==> src/rtl/mtm_riscv_btn_conditioner.sv <==
// Push-button conditioner: per-channel 2-flop synchroniser, stability-counter debounce,
// and registered level plus one-cycle press / release / long-hold event pulses.
module mtm_riscv_btn_conditioner #(
  parameter int unsigned CHANNELS        = 4,
  parameter int unsigned DEBOUNCE_CYCLES = 50000,
  parameter int unsigned HOLD_CYCLES     = 50000000
) (
  input  logic                clk,
  input  logic                rst_n,
  input  logic [CHANNELS-1:0] btn_in,
  output logic [CHANNELS-1:0] btn_level,
  output logic [CHANNELS-1:0] btn_press,
  output logic [CHANNELS-1:0] btn_release,
  output logic [CHANNELS-1:0] btn_hold
);

  localparam int unsigned DW = (DEBOUNCE_CYCLES > 1) ? $clog2(DEBOUNCE_CYCLES) : 1;
  localparam int unsigned HW = $clog2(HOLD_CYCLES + 1);
  localparam logic [DW-1:0] DCNT_LAST = DW'(DEBOUNCE_CYCLES - 1);
  localparam logic [HW-1:0] HCNT_LAST = HW'(HOLD_CYCLES - 1);

  for (genvar g = 0; g < CHANNELS; g++) begin : g_ch
    logic          sync1_q, sync2_q;
    logic [DW-1:0] dcnt_q, dcnt_d;
    logic [HW-1:0] hcnt_q, hcnt_d;
    logic          level_q, level_d;
    logic          sat_q, sat_d;
    logic          press_q, press_d;
    logic          release_q, release_d;
    logic          hold_q, hold_d;
    logic          flip_c;

    // Debounce: level follows sync2 only after DEBOUNCE_CYCLES consecutive differing edges.
    always_comb begin
      dcnt_d  = dcnt_q;
      level_d = level_q;
      flip_c  = 1'b0;
      if (sync2_q == level_q) begin
        dcnt_d = '0;
      end else if (dcnt_q == DCNT_LAST) begin
        level_d = sync2_q;
        dcnt_d  = '0;
        flip_c  = 1'b1;
      end else begin
        dcnt_d = dcnt_q + DW'(1);
      end
    end

    // Event pulses; a flip in either direction restarts the hold count, so a release
    // landing on the final hold edge suppresses the pulse.
    always_comb begin
      hcnt_d    = hcnt_q;
      sat_d     = sat_q;
      hold_d    = 1'b0;
      press_d   = flip_c & sync2_q;
      release_d = flip_c & ~sync2_q;
      if (flip_c || !level_q) begin
        hcnt_d = '0;
        sat_d  = 1'b0;
      end else if (!sat_q) begin
        hcnt_d = hcnt_q + HW'(1);
        hold_d = (hcnt_q == HCNT_LAST);
        sat_d  = (hcnt_q == HCNT_LAST);
      end
    end

    always_ff @(posedge clk or negedge rst_n) begin
      if (!rst_n) begin
        sync1_q   <= 1'b0;
        sync2_q   <= 1'b0;
        dcnt_q    <= '0;
        hcnt_q    <= '0;
        level_q   <= 1'b0;
        sat_q     <= 1'b0;
        press_q   <= 1'b0;
        release_q <= 1'b0;
        hold_q    <= 1'b0;
      end else begin
        sync1_q   <= btn_in[g];
        sync2_q   <= sync1_q;
        dcnt_q    <= dcnt_d;
        hcnt_q    <= hcnt_d;
        level_q   <= level_d;
        sat_q     <= sat_d;
        press_q   <= press_d;
        release_q <= release_d;
        hold_q    <= hold_d;
      end
    end

    assign btn_level[g]   = level_q;
    assign btn_press[g]   = press_q;
    assign btn_release[g] = release_q;
    assign btn_hold[g]    = hold_q;
  end

endmodule

==> config.mk <==
export PLATFORM = sky130hd
export DESIGN_NAME = mtm_riscv_btn_conditioner
export DESIGN_NICKNAME = d
export VERILOG_FILES = /design/src/rtl/mtm_riscv_btn_conditioner.sv
export SDC_FILE = /design/constraint.sdc
export NUM_CORES = 1
export LEC_CHECK = 0
export ABC_CLOCK_PERIOD_IN_PS = 5400
export CAP_MARGIN = 20
export CORE_UTILIZATION = 45
export CTS_CLUSTER_SIZE = 10
export DETAILED_ROUTE_END_ITERATION = 12
export GPL_ROUTABILITY_DRIVEN = 0
export PLACE_DENSITY = 0.63
export SETUP_SLACK_MARGIN = 0.1
export SYNTH_ARGS = -nofsm -noshare
export SYNTH_HDL_FRONTEND = slang
export SYNTH_SLANG_ARGS = --single-unit
==> constraint.sdc <==
create_clock -name clk -period 5.4 [get_ports clk]
set_input_delay 1.08 -clock clk [delete_from_list [all_inputs] [get_ports clk]]
set_output_delay 1.08 -clock clk [all_outputs]
set_load 0.05 [all_outputs]
==> results of run 1 <==
-- sequential cells by signal, indices dropped and copies added, names as in the netlist --
name / flops
g_ch.sync2_q: 4
g_ch.hcnt_q: 104
g_ch.sync1_q: 4
g_ch.level_q: 4
g_ch.sat_q: 4
g_ch.hold_q: 4
g_ch.press_q: 4
g_ch.release_q: 4
g_ch.dcnt_q: 64
-- cell families (layout without fill, tap and decap cells) --
group / Yosys count / after routing / share of synthesized area [%]
AOI/OAI and AO/OA: 118 / 118 / 6.91
xor gates and xnor gates: 104 / 104 / 9.23
adders and majority gates: 12 / 12 / 1.52
buffers and inverters: 69 / 82 / 3.57
DFF: 196 / 196 / 49.7
muxes: 9 / 9 / 0.963
and+or+nand+nor: 494 / 494 / 28.1
-- cell usage in the layout (no fill, tap or decap), types with 7 or more instances in the layout --
master	instances
o21ai_0	22
o31ai_1	29
nor4_1	29
nand4_1	50
nand3_1	55
xnor2_1	64
dfrtp_1	196
inv_6	7
nor3_1	27
and3_1	23
nand2_1	53
or4_1	32
xor2_1	40
and4_1	12
a21oi_1	58
clkbuf_16	17
nor3b_1	10
ha_1	12
clkdlybuf4s50_1	20
nor2_1	124
inv_1	24
or3_1	24
-- worst register-to-register path, stage by stage (launching register included) --
cell     delay (ns)
dfrtp_1        0.38
ha_1           0.21
and3_1         0.23
nand4_1        0.34
o21ai_2        0.66
buf_8          0.24
a21oi_1        0.06
-- Yosys cell counts (23+ instances only) --
| cell | count |
|---|---|
| nand2_1 | 53 |
| nor3_1 | 27 |
| nor2_1 | 124 |
| xor2_1 | 40 |
| or4_1 | 32 |
| a21oi_1 | 58 |
| inv_1 | 24 |
| nand4_1 | 50 |
| dfrtp_1 | 196 |
| o31ai_1 | 29 |
| nor4_1 | 29 |
| or3_1 | 24 |
| and3_1 | 23 |
| nand3_1 | 55 |
| xnor2_1 | 64 |
-- worst paths after layout --
path / endpoint / slack (ns)
max: btn_level[2] / 2.56
min: g_ch[3].sync2_q / 0.35
max reg2reg: g_ch[2].hcnt_q[14] / 3.16
min reg2reg: g_ch[3].sync2_q / 0.35
max in group asynchronous: g_ch[0].dcnt_q[13] / 3.54
min in group asynchronous: g_ch[2].dcnt_q[3] / 0.71
-- area by class of cell --
cell class	instances	share of cell area, %
Timing Repair Buffer	26	2.40
Multi-Input combinational cell	737	42.8
Clock buffer	18	4.07
Clock inverter	14	1.27
Tap cell	275	3.19
Inverter	24	0.834
Sequential cell	196	45.4
-- power breakdown --
| group | switching [µW] | internal, µW |
|---|---|---|
| Clock | 588 | 663 |
| Combinational | 40.4 | 12.2 |
| Sequential | 9.81 | 1480 |
-- metal layers --
layer,track usage [%],up-vias
li1,-,3626
met2,30.3,61
met5,0,-
met3,3.42,14
met4,4.60,0
met1,24.2,3573
-- stage by stage --
step                      setup WS (ns)  hold slack (ns)  util, %  instances  instance area (µm²)
after floorplan                    3.44            0.331        -       1002                 9870
after global placement             2.95            0.334     48.0       1257                10200
after detailed placement           2.95            0.336     48.0       1258                10200
after CTS                          2.54            0.353     50.7       1290                10800
after global routing               2.50            0.367     50.7       1290                10800
final                              2.56            0.349     50.7       1290                10800
==> reports/metrics.cfg, run 1 <==
[yosys]
synth.avg_cell_area_um2 = 9.85
yosys_most_used_dff = dfrtp_1
yosysWarnings = 0
yosysTopAreaCellShare_pct = 49.7
yosys.area.top_type = dfrtp_1
synth_cell_types = 50
synthTopCellsByArea = dfrtp_1, xnor2_1, nor2_1, xor2_1, nand4_1
synth_seq_cells = 196
synth_edf_count = 0
synth_area_um2 = 9870
async_flop_share_pct = 100
yosysSeqAreaShare_pct = 49.7
syn_inst = 1002
syn_nets = 1020

[clock_tree]
cts_setup_buffers = 0
cts-resized-gates = 0
cts_tree = built
cts_buffers = 17
root_buffer = clkbuf_16
clkTransAtPathRegs_ns = 0.07
clock_latency_ns = 0.43
clockBufferDepth = 2
hold_buffers = 0
htree_levels = 4
numClockSinks = 196

[power]
pwr_density_cell_nw_per_um2 = 258
peakVddDrop_v = 0.000226
finalPower_uw = 2790
power.leakage_uw = 0.00407

[timing]
rsz0062_at_grt = no
fin_setup_tns_ns = 0
worst_pin_slew_ns = 0.839
post-route-period-util_pct = 52.5
skew_ns = 0.0136
slew_violations = 0
hold_viol_final = 0
min_period_ns = 2.84
setup_viol = 0
max_freq_ghz = 0.353
relSlewSlack_pct = 44.1

[cells_and_area]
fillers = 1935
nets = 1020
areaGrowthSynthToFinish_pct = 9.40
drive_gt1_share_pct = 5.71
antenna_cells = 0
area.sequential_um2 = 4900
multi_input_area_um2 = 4630

[grt]
grt_max_degree = 105
grt_pass1_wl_mm = 33.1
antenna_found_initial = 0
grt_util_all_layers_pct = 18.1
grt_pass1_vias = 7029
grt_overflow_total = 0

[detailed_routing]
wl_met3_um = 375
wl_per_cell_um = 14.7
firstDrtPassIters = 5
ant_nets = 0
met1Wirelength_mm = 9.36
dr_total_vias = 7274
route.detailed.drc = 0
drt_iter0_markers = 280
via_per_inst = 5.64
wirelength_mm = 18.9
met2WireLength_mm = 9.04
topRoutingLayerUsed = met4

[worst_setup_path]
critPathTopFamily = buffers and inverters
rr_worst_depth = 6
cp_slowest_cell = clkdlybuf4s50_1
cp-end-kind = output port
crit_chain = clkdlybuf4s50_1
cp_max_fo = 8
critPathRequiredTime_ns = 4.32
cpPeakStageDelay_ns = 0.85
r2r_start = g_ch[2].dcnt_q[0]
crit_buf_inv = 1
cp.arrival_ns = 1.76
crit_path_start = g_ch[2].level_q
critPathLaunchType = flop
critical_path_class = flop to output port
cp_num_cells = 1

[hold_path]
hold_path.class = flop to flop
min-delay-start = g_ch[3].sync1_q
hold_path_depth = 0

[die]
initial_core_util_pct = 46.4
ios = 22
die_h_um = 150
core_area_um2 = 21300
rows = 53
die-width_um = 150
die-area_um2 = 22500

[placed_design]
io_buffers = 21
place_hpwl_mm = 12.5

[flow_run]
drv_cap = 0

[outcome]
status = finished, final reports clean

Power figures use the tool's default switching activity.
==> inputs of run 2 (changes only) <==
- ABC_CLOCK_PERIOD_IN_PS: 5400 -> 2600
- PLACE_DENSITY: 0.63 -> 0.65
- clock period: 5.4 -> 2.6 ns (I/O delays scaled with it)
==> run 2 against run 1 <==
  * Non-clock buffer count rose by 2
  * Critical path type unchanged
  * Register-to-register slack got worse by 2.7 ns
  * Global-route usage rose by 0.31 points
  * Die area did not move
==> reports/metrics.cfg, run 2 (same netlist as run 1, synthesis figures left out) <==
[hold_path]
hold_path.class = input pin to async pin

[flow_run]
drv_cap = 0  ; unchanged

[timing]
rsz0062_at_grt = no
setup_viol = 0  ; unchanged
hold_viol_final = 0  ; unchanged
skew_ns = 0.0124  ; -0.00118 ns
max_freq_ghz = 0.439
relSlewSlack_pct = 59.7  ; +16 points
fin_setup_tns_ns = 0  ; unchanged
min_period_ns = 2.28
slew_violations = 0  ; unchanged
worst_pin_slew_ns = 0.602  ; -0.236 ns
post-route-period-util_pct = 87.7

[cells_and_area]
stdcell_count = 1292  ; +0.16%
layout_commonest_cell = dfrtp_1
regMostFlops = g_ch.hcnt_q
top_regs = g_ch.hcnt_q x104, g_ch.dcnt_q x64
nets = 1022  ; +0.20%
fillers = 1931  ; -0.21%
largest_reg_flops = 104  ; unchanged
drive_gt1_share_pct = 5.60  ; -0.11 points
layout_common_cells = dfrtp_1, nor2_1, xnor2_1
fin_util_pct = 51.0  ; +0.28 points
areaGrowthSynthToFinish_pct = 10.0
antenna_cells = 0  ; unchanged

[grt]
grt_pass1_wl_mm = 33.7  ; +1.9%
grt_util_all_layers_pct = 18.4  ; +0.31 points
grt_max_degree = 61  ; -42%
grt_pass1_vias = 7151  ; +1.7%
antenna_found_initial = 0  ; unchanged
grt_overflow_total = 0  ; unchanged

[clock_tree]
cts-resized-gates = 0  ; unchanged
numClockSinks = 196  ; unchanged
clockBufferDepth = 2  ; unchanged
hold_buffers = 0  ; unchanged
htree_levels = 4  ; unchanged
cts_setup_buffers = 0  ; unchanged
cts_buffers = 17  ; unchanged
clkTransAtPathRegs_ns = 0.07  ; about the same
clock_latency_ns = 0.43  ; about the same
root_buffer = clkbuf_16
cts_tree = built

[detailed_routing]
via_per_inst = 5.63  ; -0.13%
drt_iter0_markers = 416  ; +49%
firstDrtPassIters = 5  ; unchanged
wl_per_cell_um = 14.6  ; -0.68%
wirelength_mm = 18.8  ; -0.52%
dr_total_vias = 7276  ; +0.027%
route.detailed.drc = 0  ; unchanged
ant_nets = 0  ; unchanged

[placed_design]
place_hpwl_mm = 12.4  ; -0.41%
dp.cells = 1260  ; +0.16%
io_buffers = 21  ; unchanged

[die]
ios = 22  ; unchanged
core_area_um2 = 21300  ; unchanged
die-area_um2 = 22500  ; unchanged
die-width_um = 150  ; unchanged
rows = 53  ; unchanged
die_h_um = 150  ; unchanged
initial_core_util_pct = 46.4  ; unchanged

[worst_setup_path]
cp-end-kind = output port
cp_slowest_cell = clkdlybuf4s50_1
critical_path_class = flop to output port
critPathRequiredTime_ns = 2.08  ; -2.24 ns
reg2reg_to = g_ch[0].hcnt_q[24]
cpPeakStageDelay_ns = 0.85  ; about the same
rrSetupSlack_ns = 0.49  ; -2.67 ns
critPathTopFamily = buffers and inverters
cp.arrival_ns = 1.76  ; about the same
rr_worst_depth = 5  ; -1
crit_chain = clkdlybuf4s50_1
cp_max_fo = 6  ; -2
critPathLaunchType = flop
r2r_start = g_ch[0].hcnt_q[0]
crit_buf_inv = 1  ; unchanged

[power]
netSwitchingFraction_pct = 21.0  ; -1.9 points
peakVddDrop_v = 0.000424  ; +88%
power_frac_clock_pct = 45.5  ; +0.7 points
pwr_density_cell_nw_per_um2 = 541  ; +110%
pwr-share-comb_pct = 2.0  ; about the same
power.leakage_uw = 0.00408  ; +0.17%
p_seq_share_pct = 52.6  ; -0.7 points
internal-power_uw = 4640  ; +120%
switchingPower_uw = 1240  ; +94%

[outcome]
status = finished, final reports clean

run 2: changes by cell type in the layout (fill, tap and decap cells not counted), sizes merged:
cell / previous run / this run
clkinvlp: 1 / 5
inv: 32 / 24
buf: 5 / 7
clkbuf: 19 / 22
clkinv: 4 / 3
bufinv: 1 / 3
run 2: cell type report:
| class | instances | area [µm²] | share of cell area (%) |
|---|---|---|---|
| Tap cell | 275 | 344 | 3.17 |
| Inverter | 24 | 90.1 | 0.829 |
| Sequential cell | 196 | 4900 | 45.2 |
| Clock buffer | 21 | 450 | 4.15 |
| Multi-Input combinational cell | 737 | 4630 | 42.6 |
| Clock inverter | 11 | 154 | 1.42 |
| Timing Repair Buffer | 28 | 292 | 2.68 |
run 2: worst max-delay path by stage:
stage | from | slack (ns) | cells past startpoint | to
after global placement | g_ch[0].hcnt_q[0] | 0.55 | 5 | g_ch[0].hcnt_q[24]
after global routing | g_ch[2].level_q | 0.24 | 1 | btn_level[2]
final | g_ch[0].level_q | 0.32 | 1 | btn_level[0]
after detailed placement | g_ch[0].sat_q | 0.53 | 4 | g_ch[0].hcnt_q[25]
after floorplan | g_ch[1].dcnt_q[4] | 0.64 | 6 | g_ch[1].hcnt_q[10]
after CTS | g_ch[2].level_q | 0.29 | 1 | btn_level[2]
run 2: power groups by stage:
stage                     Combinational, µW  Clock [µW]  Sequential [µW]
final                                   115        2670             3090
after global routing                    139        2870             3090
after detailed placement                122           0             3150
after global placement                  121           0             3150
after floorplan                        36.5           0             3140
after CTS                               122        2770             3090
run 2: through the flow:
stage                     instance area [µm²]  worst slack (ns)  hold slack (ns)  power [µW]
after global routing                    10900             0.238           0.0575        6100
after detailed placement                10300             0.530            0.337        3270
after global placement                  10300             0.553            0.335        3270
after CTS                               10900             0.293           0.0417        5980
final                                   10900             0.321           0.0379        5880
after floorplan                          9870             0.638            0.224        3180
run 2: metal layers:
metal / track usage, % / share of wire (%) / vias up
met5: 0 / 0 / -
met1: 25.8 / 50 / 3563
li1: - / - / 3622
met2: 29.7 / 47 / 77
met4: 4.29 / 0.76 / 0
met3: 3.48 / 2.6 / 14
